--- config.mk ---
export PLATFORM = sky130hd
export DESIGN_NAME = mcp4728_update_scheduler
export DESIGN_NICKNAME = d
export VERILOG_FILES = /design/src/rtl/mcp4728_update_scheduler.sv
export SDC_FILE = /design/constraint.sdc
export NUM_CORES = 1
export LEC_CHECK = 0
export CAP_MARGIN = 20
export CORE_ASPECT_RATIO = 0.5
export CORE_MARGIN = 4
export CORE_UTILIZATION = 55
export CTS_CLUSTER_SIZE = 20
export DETAILED_ROUTE_END_ITERATION = 8
export PLACE_DENSITY = 0.75
export SYNTH_ARGS = -nofsm -noshare
export SYNTH_HDL_FRONTEND = slang
export SYNTH_SLANG_ARGS = --single-unit
--- constraint.sdc ---
create_clock -name clk_i -period 21.5 [get_ports clk_i]
set_input_delay 4.3 -clock clk_i [delete_from_list [all_inputs] [get_ports clk_i]]
set_output_delay 4.3 -clock clk_i [all_outputs]
set_load 0.02 [all_outputs]
--- src/rtl/mcp4728_update_scheduler.sv ---
// mcp4728_update_scheduler
// Shares one MCP4728 I2C driver between up to four devices (selected by the
// driver's LDAC index). Keeps a 4x4 shadow file of 12-bit codes, tracks which
// devices hold unsent values, serves them round-robin one driver pass at a
// time, freezes the driver's inputs for the whole pass and watchdogs the
// driver so a hung pass is aborted and retried.
module mcp4728_update_scheduler #(
  parameter int TIMEOUT_CYC = 8192,
  parameter int GAP_CYC     = 4
) (
  input  logic        clk_i,
  input  logic        rst_i,
  input  logic        enable_i,
  input  logic        wr_en_i,
  input  logic [1:0]  wr_dev_i,
  input  logic [1:0]  wr_ch_i,
  input  logic [11:0] wr_data_i,
  input  logic        force_all_i,
  input  logic        err_clr_i,
  input  logic [4:0]  drv_state_i,
  output logic [11:0] drv_dac0_o,
  output logic [11:0] drv_dac1_o,
  output logic [11:0] drv_dac2_o,
  output logic [11:0] drv_dac3_o,
  output logic [2:0]  drv_dac_number_o,
  output logic        drv_need_transmit_o,
  output logic        busy_o,
  output logic [1:0]  cur_dev_o,
  output logic [3:0]  pending_o,
  output logic        timeout_err_o
);

  // state  | meaning
  // -------+-----------------------------------------------------------------
  // IDLE   | waiting for enable and at least one dirty device
  // LAUNCH | snapshot presented, start request held until driver leaves idle
  // RUN    | driver pass in progress, waiting for it to return to idle
  // GAP    | enforced idle spacing before the next pass may be launched
  typedef enum logic [1:0] {
    ST_IDLE   = 2'd0,
    ST_LAUNCH = 2'd1,
    ST_RUN    = 2'd2,
    ST_GAP    = 2'd3
  } state_e;

  // Watchdog and gap timers are down-counters loaded with (length - 1) and
  // expiring on the terminal count of zero.
  localparam int WD_W  = $clog2(TIMEOUT_CYC + 1);
  localparam int GAP_W = $clog2(GAP_CYC + 1);
  localparam logic [WD_W-1:0]  WD_LOAD  = WD_W'(TIMEOUT_CYC - 1);
  localparam logic [GAP_W-1:0] GAP_LOAD = GAP_W'(GAP_CYC - 1);

  state_e                 state_q, state_d;
  logic [3:0]             pending_q, pending_d;
  logic [3:0][11:0]       dac_q, dac_d;
  logic [1:0]             dac_num_q, dac_num_d;
  logic                   nt_q, nt_d;
  logic [1:0]             cur_dev_q, cur_dev_d;
  logic [WD_W-1:0]        wd_q, wd_d, wd_dec;
  logic [GAP_W-1:0]       gap_q, gap_d;
  logic                   err_q, err_d;
  logic [3:0][3:0][11:0]  shadow_q;

  logic                   sel_found;
  logic [1:0]             sel_dev;
  logic                   expire;

  assign drv_dac0_o          = dac_q[0];
  assign drv_dac1_o          = dac_q[1];
  assign drv_dac2_o          = dac_q[2];
  assign drv_dac3_o          = dac_q[3];
  assign drv_dac_number_o    = {1'b0, dac_num_q};
  assign drv_need_transmit_o = nt_q;
  assign busy_o              = (state_q != ST_IDLE);
  assign cur_dev_o           = cur_dev_q;
  assign pending_o           = pending_q;
  assign timeout_err_o       = err_q;

  // Saturating decrement so a late LAUNCH->RUN hand-off cannot wrap the timer.
  assign wd_dec = (wd_q != '0) ? (wd_q - 1'b1) : '0;

  // Round-robin pick: scan from the device after the last one served, wrapping
  // back to it last.
  always_comb begin
    sel_found = 1'b0;
    sel_dev   = cur_dev_q;
    for (int i = 1; i <= 4; i++) begin
      if (!sel_found && pending_q[cur_dev_q + 2'(i)]) begin
        sel_found = 1'b1;
        sel_dev   = cur_dev_q + 2'(i);
      end
    end
  end

  // Shadow register file: writes land every cycle regardless of FSM state.
  always_ff @(posedge clk_i or posedge rst_i) begin
    if (rst_i) begin
      shadow_q <= '0;
    end else if (wr_en_i) begin
      shadow_q[wr_dev_i][wr_ch_i] <= wr_data_i;
    end
  end

  // Next-state logic for the pass sequencer, dirty mask and error flag.
  always_comb begin
    state_d   = state_q;
    pending_d = pending_q;
    dac_d     = dac_q;
    dac_num_d = dac_num_q;
    nt_d      = nt_q;
    cur_dev_d = cur_dev_q;
    wd_d      = wd_q;
    gap_d     = gap_q;
    err_d     = err_q;
    expire    = 1'b0;

    if (err_clr_i) begin
      err_d = 1'b0;
    end

    unique case (state_q)
      ST_IDLE: begin
        if (enable_i && sel_found) begin
          state_d            = ST_LAUNCH;
          cur_dev_d          = sel_dev;
          dac_num_d          = sel_dev;
          dac_d              = shadow_q[sel_dev];
          pending_d[sel_dev] = 1'b0;
          nt_d               = 1'b1;
          wd_d               = WD_LOAD;
        end
      end
      ST_LAUNCH: begin
        // Drop the request on the same edge the driver is seen busy so it
        // cannot start a second pass.
        if (drv_state_i != '0) begin
          nt_d    = 1'b0;
          state_d = ST_RUN;
          wd_d    = wd_dec;
        end else if (wd_q == '0) begin
          expire = 1'b1;
        end else begin
          wd_d = wd_dec;
        end
      end
      ST_RUN: begin
        if (drv_state_i == '0) begin
          state_d = ST_GAP;
          gap_d   = GAP_LOAD;
        end else if (wd_q == '0) begin
          expire = 1'b1;
        end else begin
          wd_d = wd_dec;
        end
      end
      ST_GAP: begin
        if (gap_q == '0) begin
          state_d = ST_IDLE;
        end else begin
          gap_d = gap_q - 1'b1;
        end
      end
    endcase

    // Hung driver: flag it, abandon the pass and requeue the device.
    if (expire) begin
      err_d                = 1'b1;
      pending_d[cur_dev_q] = 1'b1;
      nt_d                 = 1'b0;
      state_d              = ST_GAP;
      gap_d                = GAP_LOAD;
    end

    // New dirtiness is applied last so it overrides the selection clear.
    if (force_all_i) begin
      pending_d = 4'b1111;
    end
    if (wr_en_i) begin
      pending_d[wr_dev_i] = 1'b1;
    end
  end

  // Sequencer state register; reset aborts any pass immediately.
  always_ff @(posedge clk_i or posedge rst_i) begin
    if (rst_i) begin
      state_q   <= ST_IDLE;
      pending_q <= '0;
      dac_q     <= '0;
      dac_num_q <= '0;
      nt_q      <= 1'b0;
      cur_dev_q <= 2'd3;
      wd_q      <= '0;
      gap_q     <= '0;
      err_q     <= 1'b0;
    end else begin
      state_q   <= state_d;
      pending_q <= pending_d;
      dac_q     <= dac_d;
      dac_num_q <= dac_num_d;
      nt_q      <= nt_d;
      cur_dev_q <= cur_dev_d;
      wd_q      <= wd_d;
      gap_q     <= gap_d;
      err_q     <= err_d;
    end
  end

endmodule

* After elaboration in Yosys (flattened, before gate mapping)
Cells that the tools add are included.
** Word-level totals
- Register bits after elaboration :: 269
- Input bits :: 27
- Output and inout bits :: 60
- Word-level logic and storage cells :: 145
** Cells by class
- Add/sub/neg operators :: 5
- Magnitude comparators :: 11
- Eq/ne operators :: 10
- Multiplexer cells :: 60
- Bitwise operators :: 4
- Reductions and logical operators :: 27
** Operators with widths (number)
- 192-bit bitwise mux :: 1
- 48-bit binary-select mux with 2-bit select :: 1
- 48-bit demux with 2-bit select :: 1
- 48-bit 2-to-1 mux :: 2
- 14-bit 2-to-1 mux :: 5
- 14-bit case mux with 3 select lines :: 1
- 12-bit demux with 2-bit select :: 1
- 2-bit by 3-bit < comparator with 1-bit output (second input constant) :: 7
- 4-bit 2-to-1 mux :: 5
- 1-bit 2-to-1 mux :: 19
- 2-bit 2-to-1 mux :: 9
- 3-bit inequality test (second input constant) :: 5
- 14-bit logical NOT :: 1
- 14-bit nonzero test :: 1
- 14-bit by 1-bit subtractor with 14-bit output (second input constant) :: 1
- 12-bit 2-to-1 mux :: 1
- 3-bit 2-to-1 mux :: 3
- 3-bit AND reduction :: 3
- 3-bit nonzero test :: 3
- 1-bit binary-select mux with 2-bit select :: 4
- 2-bit by 1-bit >= comparator with 1-bit output (second input constant) :: 4
- 1-bit logical AND :: 8
- 4-bit bitwise OR :: 2
- 2-bit case mux with 4 select lines :: 1
- 19 further kinds :: 28

* Logic depth before layout (Yosys ltp)
- Depth in word-level cells :: 26
- Depth in mapped cells :: 11
- Depth with buffers taken out :: 9

* Least setup slack after synthesis
No wires, ideal clock.
- Path type :: input port to flip-flop
- Start :: input drv_state_i[1]
- End :: register pending_q[1], in the netlist pending_o[1]
- Library setup time :: 129 ps
- Data arrival time :: 6050 ps
- Required time :: 21371 ps
- Setup slack :: 15322 ps
- Cell stages on the path :: 6
- Path buffers :: 1
- Path through :: or4_1 > o21ai_0 > a21bo_2 > and3_1 > clkbuf_1 > a2111o_1
** On the way
- Longest elaborated chain between the ends :: 7
- Elaborated cells on any way between the ends :: 9
- Those cells by class :: mux (6); bitwise (1); reduce/logical (2)
** RTL lines
- start, declared :: RTL line 20 : input logic [4:0] drv_state_i,
- 5-bit logical NOT / 5-bit nonzero test (equally long branches) :: RTL line 147, 136
- 1-bit 2-to-1 mux, on equally long branches :: RTL line 147, 136
- 1-bit case mux with 2 select lines (*) :: RTL line 121 : unique case (state_q)
- 4-bit 2-to-1 mux (*) :: RTL line 166 : if (expire) begin
- 4-bit 2-to-1 mux (*) :: RTL line 175 : if (force_all_i) begin
- 4-bit bitwise OR (no line)
- 4-bit 2-to-1 mux (*) :: RTL line 178 : if (wr_en_i) begin
- via pending_d[1] :: RTL line 54 : logic [3:0] pending_q, pending_d;
- end signal, assigned :: RTL line 197 : pending_q <= pending_d;
- end, declared :: RTL line 54
Mark *: on every way through the listed nets, which the timed path passes. The rest lies on a longest branch.
A chain may end at the register's enable or synchronous reset.

* Worst setup path in the final report
- Start :: input enable_i
- End :: register pending_q[1], in the netlist pending_o[1]
** On the way
- Longest elaborated chain between the ends :: 8
** RTL lines
- start, declared :: RTL line 13 : input logic enable_i,
- 1-bit logical AND (*) :: RTL line 123 : if (enable_i && sel_found) begin
- 4-bit 2-to-1 mux (*) :: RTL line 123
- 4-bit 2-to-1 mux (*) :: RTL line 121
- 4-bit bitwise OR (no line)
- 4-bit 2-to-1 mux (*) :: RTL line 166
- 4-bit 2-to-1 mux (*) :: RTL line 175
- 4-bit bitwise OR (no line)
- 4-bit 2-to-1 mux (*) :: RTL line 178
- via pending_d[1] :: RTL line 54
Marks and branches as above.

==> impl_metrics.py <==
metrics = {
    "run_status": {
        "status": "finished, final reports clean",
    },
    "clock_network": {
        "clk_pin_slew_ns": 0.07,
        "clockBufferDepth": 3,
        "numCtsBuffers": 25,
        "cts_hold_buffers": 0,
        "clock_sinks": 269,
        "cts_resized": 0,
        "post_cts_buffers": 0,
        "clk_latency_ns": 0.53,
        "htree_levels": 1,
        "cts_root_buf": "clkbuf_16",
        "tritoncts": "done",
    },
    "global_route": {
        "grt_pass1_wl_um": 45880,
        "grt_usage_pct": 22.89,
        "grt_max_degree": 115,
        "grt_pass1_vias": 8373,
        "antenna_found_initial": 0,
        "grt_overflow": 0,
    },
    "sta": {
        "relSlewSlack_pct": 32.17,
        "report.final.slew_viol_count": 0,
        "worst_pin_slew_ns": 1.017,
        "setup_violations": 0,
        "fin_crit_sh_pct": 30.73,
        "finalWorstSetupSlack_ns": 14.89,
        "tns_ns": 0,
        "finalHoldViolations": 0,
        "finClkSkew_ns": 0.008065,
        "fmax_ghz": 0.1514,
        "grt_setup_unrepaired": "no",
        "fin_crit_ns": 6.606,
    },
    "power": {
        "ir_worst_vdd_v": 0.00007476,
        "p_int_w": 0.001303,
        "swShare_pct": 35.99,
        "clockPowerShare_pct": 21.6,
        "pwr-share-comb_pct": 40.8,
        "power_frac_seq_pct": 37.6,
        "switching_power_w": 0.0007329,
        "powerDensity_nw_per_um2": 142.1,
        "leakagePower_nw": 6.359,
    },
    "setup_path": {
        "arrival_ns": 7.02,
        "crit_type": "in2reg",
        "end_kind": "flip-flop",
        "critPathRequiredTime_ns": 21.91,
        "cp-start-kind": "primary input",
        "path_max_fanout": 48,
        "rr_worst_depth": 9,
    },
    "synth": {
        "synth.top_cells.by_area": "dfrtp_1 (54%), mux2_2 (17%), mux2i_1 (7.8%)",
        "synth_area_leader_cell": "dfrtp_1",
        "yosysSeqAreaShare_pct": 54.26,
        "synth-seq-cells": 269,
        "synth.cell_area_sq_um": 12410,
        "synth_cell_type_count": 52,
        "synthArstFlopShare_pct": 100.0,
        "yosys-top-cells-count": "dfrtp_1 (267), mux2_2 (192), mux2i_1 (97)",
        "synth_edf_count": 0,
        "syn-mean-instance-area_sq_um": 13.33,
        "synth-main-ff-cell": "dfrtp_1",
        "ys_warn_count": 0,
        "yosys.cell_count.top_type": "dfrtp_1",
        "syn-num-nets": 970,
        "synth_top_area_share_pct": 53.84,
        "synthCells": 931,
    },
    "cells_and_area": {
        "antenna_cells": 0,
        "layout-drive-gt1-share_pct": 29.99,
        "fill_cells": 1587,
        "nNetsFinal": 1037,
        "area.growth.synth_to_final_pct": 15.47,
    },
    "floorplanning": {
        "io_pins": 87,
        "chipHeight_um": 114.2,
        "fp-row-count": 38,
        "die_area_sq_um": 25180,
        "initial_core_util_pct": 56.62,
        "core_area_sq_um": 21920,
        "die_w_um": 220.4,
    },
    "placement": {
        "dp_hpwl_um": 17260,
        "port_buffers": 85,
        "preCtsSetupSlack_ns": 14.33,
        "place_congestion": 0.8284,
    },
    "job": {
        "cap_violations": 0,
    },
    "drt": {
        "wirelength_um": 27830,
        "wl_per_cell_um": 21.13,
        "post-route-drc-count": 0,
        "route.vias.total": 7852,
        "first_pass_iters": 5,
        "drtAntennaViolNets": 0,
        "drtIter0Drc": 710,
        "via_per_inst": 5.962,
    },
    "worst_hold_path": {
        "hold_depth": 2,
        "hold_class": "reg2reg",
    },
}
[kinds of logic after synthesis]
| kind of cell | count (synthesis) | share of synthesized area, % |
|---|---|---|
| other cells | 1 | 0.03022 |
| mux | 293 | 25.97 |
| compound gates | 123 | 9.589 |
| buf+inv | 83 | 3.095 |
| flops | 269 | 54.26 |
| fa+ha+maj | 12 | 1.210 |
| xor+xnor | 1 | 0.1311 |
| simple gates | 149 | 5.707 |
[cell type report]
cell class / count / area (sq um) / area share (%)
inverter: 19 / 78.83 / 0.5501
multi-input combinational: 579 / 5321 / 37.14
tap: 300 / 375.4 / 2.620
timing repair buffer: 104 / 1013 / 7.073
sequential: 269 / 6734 / 47.00
clock inverter: 6 / 73.82 / 0.5152
clock buffer: 40 / 732.0 / 5.108
[flip-flops by register name (all words and copies together) (netlist names)]
name and cells:
drv_need_transmit_o 1, drv_dac1_o 12, cur_dev_o 2, shadow_q 192
drv_dac2_o 12, dac_num_q 2, pending_o 4, wd_q 14
gap_q 3, drv_dac0_o 12, state_q 2, drv_dac3_o 12
timeout_err_o 1
[per-stage QoR]
step,area (sq um),util [%],std cells,power [W],hold slack [ns]
4_1_cts,14300,65.25,1316,0.002047,0.4953
5_1_grt,14330,65.37,1317,0.002159,0.4984
3_3_place_gp,13500,61.57,1270,0.001570,0.4802
3_5_place_dp,13500,61.57,1270,0.001604,0.4808
6_report,14330,65.37,1317,0.002036,0.4955
2_1_floorplan,12410,-,931,0.001352,0.4740
[power by group through the flow]
stage	clock network [W]	registers, W	logic, W
floorplan	0	0.000801	0.000551
global placement	0	0.000765	0.000805
detailed placement	0	0.000772	0.000832
CTS	0.000446	0.000765	0.000835
global route	0.000470	0.000784	0.000905
finish	0.000439	0.000766	0.000831
[layout by cell type (no fill, tap or decap), drive strengths merged, types with 4 or more instances in the layout]
cell	synthesis	routed
nor3	11	11
o31ai	5	5
buf	27	19
ha	12	12
a22o	12	12
inv	19	20
or4	6	6
nand2	24	24
nand2b	8	8
a221oi	42	42
o21ai	28	28
clkbuf	37	40
nand3b	4	4
clkinv	0	4
o221ai	8	8
mux2i	97	97
dfrtp	267	267
nor2	66	66
mux4	4	4
mux2	192	192
clkdlybuf4s50	0	85
a21oi	9	9
nand3	8	8
[critical path, cell delays in order]
cell and delay [ns]:
clkdlybuf4s50_1 0.52, o41ai_4 0.12, nor2_4 0.09, buf_4 0.53, o211a_2 0.31, buf_4 0.61
a21boi_1 0.15, a2111o_1 0.37
[metal layers]
metal	GRT usage (%)	routed length (um)
met1	33.74	13220
met2	37.33	13240
met3	3.208	1034
met4	3.763	345
met5	0	0
[final timing paths]
check,slack [ns],endpoint,start
worst max-delay path,14.89,pending_o[1],enable_i
worst min-delay path,0.50,dac_num_q[0],dac_num_q[0]
worst max register to register,17.14,drv_dac2_o[3],cur_dev_o[0]
worst min register to register,0.50,dac_num_q[0],dac_num_q[0]
max in group asynchronous,15.67,drv_dac2_o[5],rst_i
min in group asynchronous,4.32,wd_q[9],rst_i
Power figures use the tool's default switching activity.
